<file path="config.mk">
export PLATFORM = sky130hd
export DESIGN_NAME = filter_multi_flat
export DESIGN_NICKNAME = d
export VERILOG_FILES = /design/src/rtl/filter_pkg.sv /design/src/rtl/filter_multi_if.sv /design/src/rtl/filter_channel.sv /design/src/rtl/filter_multi.sv /design/src/flat_wrapper.sv
export SDC_FILE = /design/constraint.sdc
export NUM_CORES = 1
export LEC_CHECK = 0
export ABC_CLOCK_PERIOD_IN_PS = 2300
export CAP_MARGIN = 5
export CELL_PAD_IN_SITES_DETAIL_PLACEMENT = 2
export CELL_PAD_IN_SITES_GLOBAL_PLACEMENT = 2
export CORE_ASPECT_RATIO = 1.25
export CORE_UTILIZATION = 31
export CTS_CLUSTER_DIAMETER = 120
export DETAILED_ROUTE_END_ITERATION = 10
export GPL_TIMING_DRIVEN = 0
export PLACE_DENSITY = 0.85
export SETUP_SLACK_MARGIN = 0.15
export SYNTH_ARGS = -nofsm -noshare
export SYNTH_HDL_FRONTEND = slang
export SYNTH_SLANG_ARGS = --single-unit
</file>
<file path="constraint.sdc">
create_clock -name i_clock -period 2.3 [get_ports i_clock]
set_input_delay 0.69 -clock i_clock [delete_from_list [all_inputs] [get_ports i_clock]]
set_output_delay 0.69 -clock i_clock [all_outputs]
set_load 0.1 [all_outputs]
</file>
<file path="src/rtl/filter_pkg.sv">
// Shared mode encodings and sizing helper for the multi-channel glitch filter.
package filter_pkg;

    localparam logic MODE_UNANIMOUS = 1'b0;
    localparam logic MODE_THRESH    = 1'b1;

    // Bits needed to hold a ones-count from 0 to n inclusive.
    function automatic int cnt_width(input int n);
        return $clog2(n + 1);
    endfunction

endpackage

</file>
<file path="src/rtl/filter_multi_if.sv">
// Raw inputs, mode select and filtered outputs of the glitch filter.
interface filter_multi_if #(
    parameter int CHANNELS = 4
) ();
    logic [CHANNELS-1:0] sig_in;
    logic                mode;
    logic [CHANNELS-1:0] sig_out;
    logic [CHANNELS-1:0] rise;
    logic [CHANNELS-1:0] fall;
    logic                tick;

    modport master (output sig_in, mode, input sig_out, rise, fall, tick);
    modport slave  (input sig_in, mode, output sig_out, rise, fall, tick);
endinterface

</file>
<file path="src/rtl/filter_channel.sv">
// One filter channel: sample window, ones-count, decision with hold, edge pulses.
module filter_channel
    import filter_pkg::*;
#(
    parameter int WINDOW    = 4,
    parameter int HI_THRESH = 3,
    parameter int LO_THRESH = 1
) (
    input  logic i_clock,
    input  logic i_reset,
    input  logic i_en,
    input  logic i_sig,
    input  logic i_mode,
    output logic o_sig_out,
    output logic o_rise,
    output logic o_fall
);
    localparam int OW = cnt_width(WINDOW);

    logic [WINDOW-1:0] r_win;
    logic              r_out;
    logic              r_rise;
    logic              r_fall;
    logic [WINDOW-1:0] w_win_next;
    logic [OW-1:0]     w_ones;
    logic              w_out_next;

    assign w_win_next = {r_win[WINDOW-2:0], i_sig};

    always_comb begin
        w_ones = '0;
        for (int k = 0; k < WINDOW; k++) begin
            w_ones = w_ones + OW'(w_win_next[k]);
        end
    end

    // Any count between the two decision points keeps the previous level.
    always_comb begin
        w_out_next = r_out;
        if (i_en) begin
            if (i_mode == MODE_UNANIMOUS) begin
                if (w_ones == OW'(WINDOW))
                    w_out_next = 1'b1;
                else if (w_ones == '0)
                    w_out_next = 1'b0;
            end else begin
                if (w_ones >= OW'(HI_THRESH))
                    w_out_next = 1'b1;
                else if (w_ones <= OW'(LO_THRESH))
                    w_out_next = 1'b0;
            end
        end
    end

    always_ff @(posedge i_clock) begin
        if (!i_reset) begin
            r_win  <= '0;
            r_out  <= 1'b0;
            r_rise <= 1'b0;
            r_fall <= 1'b0;
        end else begin
            if (i_en)
                r_win <= w_win_next;
            r_out  <= w_out_next;
            r_rise <= ~r_out & w_out_next;
            r_fall <= r_out & ~w_out_next;
        end
    end

    assign o_sig_out = r_out;
    assign o_rise    = r_rise;
    assign o_fall    = r_fall;
endmodule

</file>
<file path="src/rtl/filter_multi.sv">
// Multi-channel glitch filter: shared sample prescaler feeding CHANNELS filter slices.
module filter_multi
    import filter_pkg::*;
#(
    parameter int CHANNELS  = 4,
    parameter int WINDOW    = 4,
    parameter int HI_THRESH = 3,
    parameter int LO_THRESH = 1,
    parameter int DIV       = 1
) (
    input  logic           i_clock,
    input  logic           i_reset,
    filter_multi_if.slave  bus
);
    localparam int CW = (DIV > 1) ? $clog2(DIV) : 1;

    if (CHANNELS < 1) begin : g_bad_channels
        $error("filter_multi: CHANNELS must be >= 1");
    end
    if (WINDOW < 2 || WINDOW > 16) begin : g_bad_window
        $error("filter_multi: WINDOW must be 2..16");
    end
    if (LO_THRESH < 0 || LO_THRESH >= HI_THRESH || HI_THRESH > WINDOW) begin : g_bad_thresh
        $error("filter_multi: need 0 <= LO_THRESH < HI_THRESH <= WINDOW");
    end
    if (DIV < 1) begin : g_bad_div
        $error("filter_multi: DIV must be >= 1");
    end

    logic [CW-1:0] r_count;
    logic          r_tick;
    logic          w_en;

    assign w_en = (r_count == CW'(DIV - 1));

    always_ff @(posedge i_clock) begin
        if (!i_reset) begin
            r_count <= '0;
            r_tick  <= 1'b0;
        end else begin
            r_count <= w_en ? '0 : r_count + CW'(1);
            r_tick  <= w_en;
        end
    end

    assign bus.tick = r_tick;

    for (genvar g = 0; g < CHANNELS; g++) begin : g_ch
        filter_channel #(
            .WINDOW    (WINDOW),
            .HI_THRESH (HI_THRESH),
            .LO_THRESH (LO_THRESH)
        ) u_ch (
            .i_clock   (i_clock),
            .i_reset   (i_reset),
            .i_en      (w_en),
            .i_sig     (bus.sig_in[g]),
            .i_mode    (bus.mode),
            .o_sig_out (bus.sig_out[g]),
            .o_rise    (bus.rise[g]),
            .o_fall    (bus.fall[g])
        );
    end
endmodule
</file>
<file path="src/flat_wrapper.sv">
// flat-port wrapper written by rule: the top's interface ports become plain ports
module filter_multi_flat import filter_pkg::*;
#(
    parameter int CHANNELS  = 4,
    parameter int WINDOW    = 4,
    parameter int HI_THRESH = 3,
    parameter int LO_THRESH = 1,
    parameter int DIV       = 1
)
  (i_clock, i_reset, bus_sig_in, bus_mode, bus_sig_out, bus_rise, bus_fall, bus_tick);
  filter_multi_if #(.CHANNELS(CHANNELS)) bus_i ();
  input  logic i_clock;
  input  logic i_reset;
  input wire logic [$bits(bus_i.sig_in)-1:0] bus_sig_in;
  input wire logic [$bits(bus_i.mode)-1:0] bus_mode;
  output wire logic [$bits(bus_i.sig_out)-1:0] bus_sig_out;
  output wire logic [$bits(bus_i.rise)-1:0] bus_rise;
  output wire logic [$bits(bus_i.fall)-1:0] bus_fall;
  output wire logic [$bits(bus_i.tick)-1:0] bus_tick;
  assign bus_i.sig_in = bus_sig_in;
  assign bus_i.mode = bus_mode;
  assign bus_sig_out = bus_i.sig_out;
  assign bus_rise = bus_i.rise;
  assign bus_fall = bus_i.fall;
  assign bus_tick = bus_i.tick;
  filter_multi #(.CHANNELS(CHANNELS), .WINDOW(WINDOW), .HI_THRESH(HI_THRESH), .LO_THRESH(LO_THRESH), .DIV(DIV)) u_core (.i_clock(i_clock), .i_reset(i_reset), .bus(bus_i));
endmodule
</file>
==> metrics, run 1 <==
Worst-Margin Slew between 0.9 and 1 ns; # setup viols final 2; ANT nets after route 0; clk buf depth 2; Syn Nets between 150 and 200; number of global-route vias before repair approximately 1200; Via-to-Cell Ratio just under 5; CTS root buf clkbuf_8; post-synthesis register bit count 26; # rows 27; cell mode on critical path ha_4; failing checks negative setup slack; final hold vios 0; effective utilization at floorplan 0.321; die width just over 60 um; share of layout cells above drive strength 1 0.376; syn_area_per_cell between 10 and 15 um2; GPL Wtd Cong roughly 0.68; crit-path max FO 3; achievable frequency around 0.43 GHz; number of buffers created by CTS 3; hold_buf cts 0; Layout Cells excl Fill between 200 and 250; Power Total ~1.2 mW; global-route usage over all layers 0.177; Area growth syn-to-layout 39.6%; die area ~4800 um2; grt ovf 0; Yosys warnings 0; dpl hpwl approximately 2700 um; First-pass DRT Iterations 4; Tmin final about 2.3 ns; initial antenna violation count 0; Routed WL per cell between 15 and 20 um; CTS clk-pin slew, worst paths around 0.1 ns; critical path cell sequence buf_8 -> fa_1 -> ha_4 -> ha_4 -> mux2_4 -> a222oi_1 -> buf_4 -> and4_1; worst vdd ir approximately 0.00032 V; synthesized area 1410 um2; via count 1101; antenna diode count 0; Worst Clk Skew between 0.003 and 0.004 ns; most frequent cells in the layout 26 x dfxtp_1, 17 x buf_4, 13 x nor2b_1; nets 189; DRC viols 0; FF+latch area 520 um2; status complete, but fails checks; Crit. End Element flip-flop; placed cell count about 220; Rel. slew slack 0.373; initial DRC count 28; crit path launch type input port; final wirelength 4130 um; Post-Syn Instances 138; FILL cells between 400 and 500; most common cell after layout, fill and taps aside dfxtp_1; CTS tree done; Die Y 77.3 um; Max-cap violations 0; RSZ-0062 raised after global routing yes; Netlist cell types 29; Setup WS post-layout -0.00917 ns; CP max stage cell fa_1; CP arrival roughly 2.5 ns; PD cells 589 nW/um2; post-layout util 0.447; IO buf count 19; first-pass GRT wire length about 6500 um; core footprint around 4400 um2; leakage 0.783 nW; # IOs 20; Seq/Total Area, Yosys 0.370; CP Class input port to flip-flop; ratio of final minimum period to clock period 1.00; critical path data required time approximately 2.5 ns; area occupied by multi-input gates approximately 930 um2; latest clock arrival within the worst-skew pair about 0.28 ns; CTS Sinks 26; worst hold path type flip-flop to flip-flop; Largest stage delay, worst path ~0.48 ns; pin count of the biggest net entering global routing 16; final max-slew violation count 0; CTS H-tree lvls 1
==> cells in the mapped netlist <==
library cell / count / area share
dfxtp_1: 26 / 0.37
nor2b_1: 13 / 0.058
buf_4: 12 / 0.064
ha_1: 12 / 0.11
mux2i_1: 12 / 0.085
inv_1: 9 / 0.024
nand2_1: 7 / 0.019
o21ai_0: 6 / 0.021
a211oi_1: 4 / 0.021
fa_1: 4 / 0.057
nor2_1: 4 / 0.011
nor3b_1: 4 / 0.021
a21o_1: 2 / 0.011
a31oi_1: 2 / 0.0089
a41oi_1: 2 / 0.012
and4_1: 2 / 0.012
and4b_1: 2 / 0.014
buf_2: 2 / 0.0071
clkbuf_1: 2 / 0.0053
o21ba_2: 2 / 0.014
a221oi_2: 1 / 0.011
a222oi_1: 1 / 0.0071
a32oi_1: 1 / 0.0062
and2b_1: 1 / 0.0053
conb_1: 1 / 0.0027
inv_2: 1 / 0.0027
mux2_2: 1 / 0.0080
mux2_4: 1 / 0.011
o21ai_1: 1 / 0.0036
==> path summary, 6_finish.rpt <==
path	startpoint	endpoint	slack (ns)	cells after the start
setup / recovery	bus_sig_in[0]	u_core.g_ch[0].u_ch.o_fall	-0.009	8
hold / removal	u_core.g_ch[2].u_ch.o_sig_out	u_core.g_ch[2].u_ch.o_rise	0.56	1
setup reg to reg	u_core.g_ch[0].u_ch.r_win[0]	u_core.g_ch[0].u_ch.o_fall	0.10	7
hold reg to reg	u_core.g_ch[2].u_ch.o_sig_out	u_core.g_ch[2].u_ch.o_rise	0.56	1
==> registers in the layout, summed over array words and instances (netlist names) <==
signal,count
u_core.g_ch.u_ch.o_fall,4
u_core.r_count,1
u_core.g_ch.u_ch.o_sig_out,4
u_core.bus.tick,1
u_core.g_ch.u_ch.o_rise,4
u_core.g_ch.u_ch.r_win,12
==> worst max-delay path, delay by kind of cell <==
family / cells / cell delay [ns]
AO/OA/AOI/OAI: 1 / 0.23
multiplexers: 1 / 0.25
AND/OR/NAND/NOR: 1 / 0.17
adder cells (fa/ha/maj): 3 / 0.89
buffers and inverters: 2 / 0.29
==> power breakdown <==
part	switching, mW	total (mW)	internal [mW]
Clock	0.153	0.386	0.233
Combinational	0.166	0.286	0.120
Sequential	0.0181	0.485	0.467
==> final cells by class <==
cell class	count	share of cell area
plain buffers	16	0.0548
clock inverters	1	0.0153
inverters	10	0.0191
clock buffers	3	0.0210
well taps	58	0.0369
multi-input cells	86	0.473
flip-flops and latches	26	0.265
repair buffers	23	0.115
==> routing by layer <==
metal,vias up,track usage,share of wire
li1,514,-,-
met1,559,0.191,0.41
met2,20,0.340,0.54
met3,8,0.0250,0.021
met4,0,0.0767,0.025
met5,-,0,0
==> cells by family (layout without fill, tap and decap cells) <==
group / after synthesis / count (layout) / share of synthesized area
AND/OR/NAND/NOR: 33 / 33 / 0.140
flip-flops: 26 / 26 / 0.370
other: 1 / 1 / 0.00266
multiplexers: 14 / 14 / 0.104
adder cells (fa/ha/maj): 16 / 16 / 0.164
buffers and inverters: 26 / 53 / 0.103
AO/OA/AOI/OAI: 22 / 22 / 0.116
==> per-stage QoR <==
step	TNS, ns	worst slack (ns)	hold slack (ns)	cell area [um2]
after detailed placement	-6.15	-0.732	0.514	1740
after floorplan	-0.227	-0.101	0.460	1470
after global placement	-4.88	-0.640	0.485	1740
after CTS	-0.00628	-0.00628	0.545	1910
final	-0.00942	-0.00917	0.555	1960
after global routing	-0.0455	-0.0400	0.588	1960
==> timing repair <==
| item | in CTS | in global routing |
|---|---|---|
| setup endpoints to repair | 25 | 13 |
| setup buffers | 3 | 1 |
| gates resized for setup | 68 | 12 |
| pin swaps | 18 | 11 |
(Power assumes the default switching activity.)
==> inputs of run 2 (changes only) <==
--- a/config.mk
+++ b/config.mk
@@ -5,7 +5,6 @@
 export SDC_FILE = /design/constraint.sdc
 export NUM_CORES = 1
 export LEC_CHECK = 0
-export ABC_CLOCK_PERIOD_IN_PS = 2300
 export CAP_MARGIN = 5
 export CELL_PAD_IN_SITES_DETAIL_PLACEMENT = 2
 export CELL_PAD_IN_SITES_GLOBAL_PLACEMENT = 2
==> results of run 2 <==
No change in the layout: final DEF, timing and power equal those of run 1.
